## config.mk

```make
export PLATFORM = sky130hd
export DESIGN_NAME = wb_stage
export DESIGN_NICKNAME = d
export VERILOG_FILES = /design/src/rtl/wb_pkg.sv /design/src/rtl/wb_load_ext.sv /design/src/rtl/wb_stage.sv
export SDC_FILE = /design/constraint.sdc
export NUM_CORES = 2
export LEC_CHECK = 0
export ABC_CLOCK_PERIOD_IN_PS = 3700
export BUFFER_PORTS_ARGS = -buffer_cell sky130_fd_sc_hd__buf_2
export CORE_MARGIN = 1.5
export CORE_UTILIZATION = 30
export CTS_CLUSTER_DIAMETER = 40
export CTS_CLUSTER_SIZE = 24
export DETAILED_ROUTE_END_ITERATION = 10
export GPL_ROUTABILITY_DRIVEN = 0
export GPL_TIMING_DRIVEN = 0
export HOLD_SLACK_MARGIN = 0.03
export PLACE_DENSITY = 0.49
export SLEW_MARGIN = 20
export SYNTH_ARGS = -nofsm -noshare
export SYNTH_HDL_FRONTEND = slang
export SYNTH_SLANG_ARGS = --single-unit
```

## constraint.sdc

```tcl
create_clock -name clk -period 3.7 [get_ports clk]
set_input_delay 0.555 -clock clk [delete_from_list [all_inputs] [get_ports clk]]
set_output_delay 0.555 -clock clk [all_outputs]
set_load 0.005 [all_outputs]
```

## src/rtl/wb_pkg.sv

```systemverilog
// wb_pkg: WB_CTRL bit positions, WB_DATA field slices and WB_BACK width shared by the write-back stage.
package wb_pkg;
  localparam int CTL_REGW = 4;
  localparam int CTL_M2R = 3;
  localparam int CTL_BYTE = 2;
  localparam int CTL_HALF = 1;
  localparam int CTL_UNS = 0;
  localparam int RW_HI = 68;
  localparam int RW_LO = 64;
  localparam int EX_HI = 63;
  localparam int EX_LO = 32;
  localparam int MEM_HI = 31;
  localparam int MEM_LO = 0;
  localparam int WB_BACK_W = 38;
endpackage

```

## src/rtl/wb_load_ext.sv

```systemverilog
// wb_load_ext: aligns a byte/half/word out of the loaded word and zero- or sign-extends it.
module wb_load_ext (
  input  logic [31:0] mem,
  input  logic [1:0]  addr,
  input  logic        is_byte,
  input  logic        is_half,
  input  logic        uns,
  output logic [31:0] val
);
  logic [7:0]  b;
  logic [15:0] h;
  always_comb begin
    b = mem[{addr, 3'b000} +: 8];
    h = addr[1] ? mem[31:16] : mem[15:0];
    val = is_byte ? {{24{~uns & b[7]}}, b} : is_half ? {{16{~uns & h[15]}}, h} : mem;
  end
endmodule

```

## src/rtl/wb_stage.sv

```systemverilog
// wb_stage: write-back stage with regfile, write-through read ports, forwarding bundle and retire counter.
// Define WB_TRACE_EN to add a registered commit trace (o_tr_valid/o_tr_rw/o_tr_wd).
module wb_stage
  import wb_pkg::*;
#(
  parameter int NREG = 32,
  parameter int CNT_W = 32
) (
  input  logic                 clk,
  input  logic                 rst,
  input  logic                 WB_STALL,
  input  logic [4:0]           WB_CTRL,
  input  logic [68:0]          WB_DATA,
  input  logic [4:0]           ra1,
  input  logic [4:0]           ra2,
  output logic [31:0]          rd1,
  output logic [31:0]          rd2,
  output logic [WB_BACK_W-1:0] o_WB_BACK,
  output logic [CNT_W-1:0]     o_retired
`ifdef WB_TRACE_EN
  ,
  output logic                 o_tr_valid,
  output logic [4:0]           o_tr_rw,
  output logic [31:0]          o_tr_wd
`endif
);
  logic [31:0] regs [NREG];
  logic [4:0]  rw;
  logic [31:0] ex, ld, wd;
  logic        we;
  assign rw = WB_DATA[RW_HI:RW_LO];
  assign ex = WB_DATA[EX_HI:EX_LO];
  wb_load_ext u_ext (
    .mem(WB_DATA[MEM_HI:MEM_LO]),
    .addr(ex[1:0]),
    .is_byte(WB_CTRL[CTL_BYTE]),
    .is_half(WB_CTRL[CTL_HALF]),
    .uns(WB_CTRL[CTL_UNS]),
    .val(ld)
  );
  // rst gates the enable so reset also kills the same-cycle bypass
  always_comb begin
    wd = WB_CTRL[CTL_M2R] ? ld : ex;
    we = rst & WB_CTRL[CTL_REGW] & ~WB_STALL & (rw != 5'd0);
    rd1 = (ra1 == 5'd0) ? 32'd0 : (we && ra1 == rw) ? wd : regs[ra1];
    rd2 = (ra2 == 5'd0) ? 32'd0 : (we && ra2 == rw) ? wd : regs[ra2];
    o_WB_BACK = {WB_CTRL[CTL_REGW] & ~WB_STALL, wd, rw};
  end
  always_ff @(posedge clk or negedge rst)
    if (!rst) begin
      for (int i = 0; i < NREG; i++) regs[i] <= '0;
      o_retired <= '0;
    end else begin
      if (we) regs[rw] <= wd;
      if (WB_CTRL != 5'd0 && !WB_STALL) o_retired <= o_retired + CNT_W'(1);
    end
`ifdef WB_TRACE_EN
  always_ff @(posedge clk or negedge rst)
    if (!rst) begin
      o_tr_valid <= 1'b0;
      o_tr_rw <= '0;
      o_tr_wd <= '0;
    end else begin
      o_tr_valid <= we;
      o_tr_rw <= rw;
      o_tr_wd <= wd;
    end
`endif
endmodule

```

# After elaboration in Yosys (flattened, before gate mapping)
# Index checks and enable logic that the tools add are counted.
[op_classes] n_addsub=1 n_lt_le_gt_ge=4 n_eq_ne=2 shifts=1 muxes=17 n_bitwise=11 n_reduce_logical=9
[ops] cell="$bwmux 1024" n=1
[ops] cell="$mux 32" n=12
[ops] cell="$bmux 32 s5" n=2
[ops] cell="$demux 32 s5" n=1
[ops] cell="$add 32x1->32 const B" n=1
[ops] cell="$shiftx 32x6->8" n=1
[ops] cell="$ge 6x6->1 const B" n=3
[ops] cell="$not 5->6" n=3
[ops] cell="$mux 16" n=1
[ops] cell="$eq 5x5->1" n=2
[ops] cell="$logic_not 5->1" n=2
[ops] cell="$reduce_bool 5->1" n=2
[ops] cell="$and 1x1->1" n=6
[ops] cell="$lt 6x1->1 const B" n=1
[ops] cell="$logic_and 1x1->1" n=4
[ops] cell="$not 1->1" n=2
[ops] cell="$logic_not 1->1" n=1
[totals] reg_bits=1056 input_bits=87

# Longest topological paths before layout
[logic_depth] ltp_word=7 mapped_depth=9 mapped_depth_nobuf=6

# Modules after synthesis
# From an unflattened synthesis, not the netlist that was laid out.
[hier_totals] cells_unflattened=5045 hier_area_um2=56254.0
[modules_own_cells] module="wb_stage" n_inst=1 cells_each=4935 area_per_inst_um2=55451.9 seq_area_each_um2=26425.3
[modules_own_cells] module="wb_load_ext" n_inst=1 cells_each=110 area_per_inst_um2=802.0 seq_area_each_um2=0.0

# Worst setup path before layout
# OpenSTA, ideal clock, no wires.
[synth_path] path_kind="input-to-output" start="in ra2[0]" end="out rd2[2]" arrival_ns=2.253 setup_slack_ns=0.892 path_stages=8 cell_sequence="buf_2 > buf_2 > buf_2 > mux4_2 > a22oi_1 > nand2_1 > a32oi_1 > o21ai_0"
[synth_via] elab_chain_cells=6
[synth_rtl] item="start: declaration" line="wb_stage.sv:15" rtl="input logic [4:0] ra2,"
[synth_rtl] item="$not 5->6 (not written as such)" line="wb_stage.sv:46" rtl="rd2 = (ra2 == 5'd0) ? 32'd0 : (we && ra2 == rw) ? wd : regs[ra2];"
[synth_rtl] item="$bmux 32 s5" line="wb_stage.sv:46"
[synth_rtl] item="$mux 32 (not written as such) (2 in series)" line="wb_stage.sv:46"
[synth_rtl] item="$mux 32" line="wb_stage.sv:46"
[synth_rtl] item="$mux 32 *" line="wb_stage.sv:46"
[synth_rtl] item="end: declaration" line="wb_stage.sv:17" rtl="output logic [31:0] rd2,"
# Every way passes the cells marked *; elsewhere a longest branch is shown, timed or not. The select of a mux whose other input is x is not followed.

# Final worst setup path
[layout_path] start="in ra2[2]" end="out rd2[31]"
# The elaborated chain is that of the path after synthesis.

==> impl_metrics.ini <==
[run_status]
status = finished with violations
violations = negative setup slack

[clock_network]
htreeDepth = 4
clk_pin_slew_worst_paths_ns = 0.06
clockBufferDepth = 3
cts_tree = built
cts.sinks = 1056
clk_root_buffer_cell = clkbuf_16
insertion_delay_ns = 0.79
cts_buffers = 174

[sta]
slew_headroom = 0.261
slew_viol_final = 0
rsz0062_at_grt = yes
fin_skew_ns = 0.00920
period_share = 1.02
timing.fmax_mhz = 264
fin_ws_ns = -0.0839
setup_violations = 4
hold_viol = 0
tightest_slew_ns = 1.11
period_minus_slack_ns = 3.78

[global_routing]
grt_pass1_vias = 44564
grt_max_degree = 133
grt_pass1_wl_um = 309000
gr-usage-all-layers = 0.228
antenna_found_initial = 4
grt-ovfl-total = 0

[synth]
synth.distinct_cells = 54
netlist_area_um2 = 54700
avgSynthCellArea_um2 = 11.0
synth_common_cells = nand2_1, dfrtp_1, o21ai_0, mux4_2, clkbuf_1
synth_most_common_cell = nand2_1
yosysSeqAreaShare = 0.483
mappedNetlistNets = 5071
ys_async_sr_fraction = 1.00
synth_edf_count = 0
synth_seq_cells = 1056
synth_warnings = 0
synth_top_cell_area_share = 0.483
yosys.area.top_type = dfrtp_1
synth.area.top_cells = dfrtp_1, mux4_2, o21ai_0
synth_ff_type = dfrtp_1
syn_inst = 4983

[die]
dieWidth_um = 430
io_pins = 221
fp.dieH_um = 430
initial_core_util = 0.302
fp.dieArea_um2 = 185000
core_um2 = 181000
row_count = 156

[power_and_ir_drop]
power_density_nw_per_um2 = 528
p_leak_uw = 0.0283
irDropWorstVdd_uv = 435
p_total_uw = 35000

[critical_path]
endpoint = rd2[31]
cp_slowest_stage_delay_ns = 0.84
r2r_cells = 5
crit_required_ns = 3.14
r2r_end = o_retired[31]
crit_chain = buf_4 > clkdlybuf4s15_1 > mux4_2 > a22oi_1 > nand2_1 > a32oi_1 > o21ai_1 > buf_2
startpoint_type = input pin
critPathArrivalTime_ns = 3.23
cp_max_fo = 10
ff2ff_setup_slack_ns = 1.41
crit_slowest_cell = clkdlybuf4s15_1
worstSetupEndpointType = output port
criticalPathCategory = in2out
crit_start = ra2[2]
timing.rr.start = o_retired[2]

[place]
dp_slack_ns = -1.52
hpwl_um = 166000
numPortBuffers = 209
dp.cells = 7572
post_dp_cell_area_um2 = 59000

[layout]
ff_latch_area_um2 = 26400
syn_to_final_growth_pct = 21.2
fin_cells = 7915
drive_gt1_frac = 0.246
final_cell_area_um2 = 66300
nets = 5483
multi_input_area_um2 = 26200
nFillCells = 17888
utilization = 0.366

[route]
wl_per_cell_um = 26.7
first_pass_iters = 5
via_per_inst = 5.54
drc = 0
first_iter_violations = 4144
antenna_left = 0
drt_wl_total_um = 212000
vias = 43823

[flow_run]
maxCapViolations = 0

[worst_hold_path]
hp-class = in2reg
-- layout by cell type (no fill, tap or decap), types with 26 or more instances in the layout --
master,instances
nor2_1,46
clkbuf_16,176
nand3_1,33
clkbuf_2,72
o21ai_0,998
nand4_1,26
clkbuf_1,339
buf_4,42
dfrtp_1,1056
buf_2,279
a22oi_1,180
inv_6,30
a22o_1,58
a32oi_1,26
nand2_1,1168
mux4_2,517
inv_1,46
-- worst min-delay path by stage --
stage / startpoint / end / slack [ns] / cells after the start
2_1_floorplan: rst / o_retired[0] / 0.26 / 0
3_3_place_gp: regs[1022] / regs[1022] / 0.45 / 1
3_5_place_dp: rst / regs[145] / 0.45 / 1
4_1_cts: WB_DATA[34] / regs[34] / 0.17 / 3
5_1_grt: WB_DATA[34] / regs[2] / 0.22 / 3
6_report: WB_DATA[35] / regs[35] / 0.23 / 3
-- cell families after synthesis --
kind of cell,share of synthesized area
DFF,0.483
muxes,0.217
and+or+nand+nor,0.0972
xor gates and xnor gates,0.00657
adders and majority gates,0.000229
AOI/OAI and AO/OA,0.151
buffers and inverters,0.0447
-- cell type report --
type | count | area share
diodes | 2 | 0.0000755
plain buffers | 545 | 0.0386
clock buffers | 201 | 0.0703
clock inverters | 123 | 0.0237
inverters | 48 | 0.00272
multi-input cells | 3332 | 0.396
flip-flops and latches | 1056 | 0.399
well taps | 2370 | 0.0447
repair buffers | 238 | 0.0257
-- routing by layer --
layer	track usage	wire [um]
met1	0.296	86200
met2	0.376	102000
met3	0.0354	13300
met4	0.100	10000
met5	0	0
-- critical path, delay by kind of cell --
| family | cells | cell delay [ns] |
|---|---|---|
| AND/OR/NAND/NOR | 1 | 0.15 |
| buffers and inverters | 3 | 1.34 |
| AO/OA/AOI/OAI | 3 | 0.71 |
| multiplexers | 1 | 0.44 |
-- metrics by stage --
step / hold slack, ns / setup TNS [ns]
after floorplan: 0.259 / 0
after global placement: 0.455 / -
after detailed placement: 0.446 / -353.65
after CTS: 0.173 / 0
after global routing: 0.222 / -0.00474
final: 0.233 / -0.160
-- state kept, by name (all words and copies together) (netlist names) --
name	flops
o_retired	32
regs	1024
-- report_power, final --
| group | leakage, uW | internal [uW] | switching, uW | total (uW) |
|---|---|---|---|---|
| Sequential | 0.0144 | 12500 | 757 | 13200 |
| Clock | 0.00301 | 10800 | 6550 | 17300 |
| Combinational | 0.0109 | 1800 | 2670 | 4460 |
-- repair_timing --
item,CTS,global route
gates cloned,6,0
hold buffers,9,0
endpoints found under the hold margin,212,0
resized for setup,199,67
setup endpoints to repair,70,53
buffers inserted,4,0
pin swaps,4,3
Note: power is estimated with default switching activity, not from simulation.
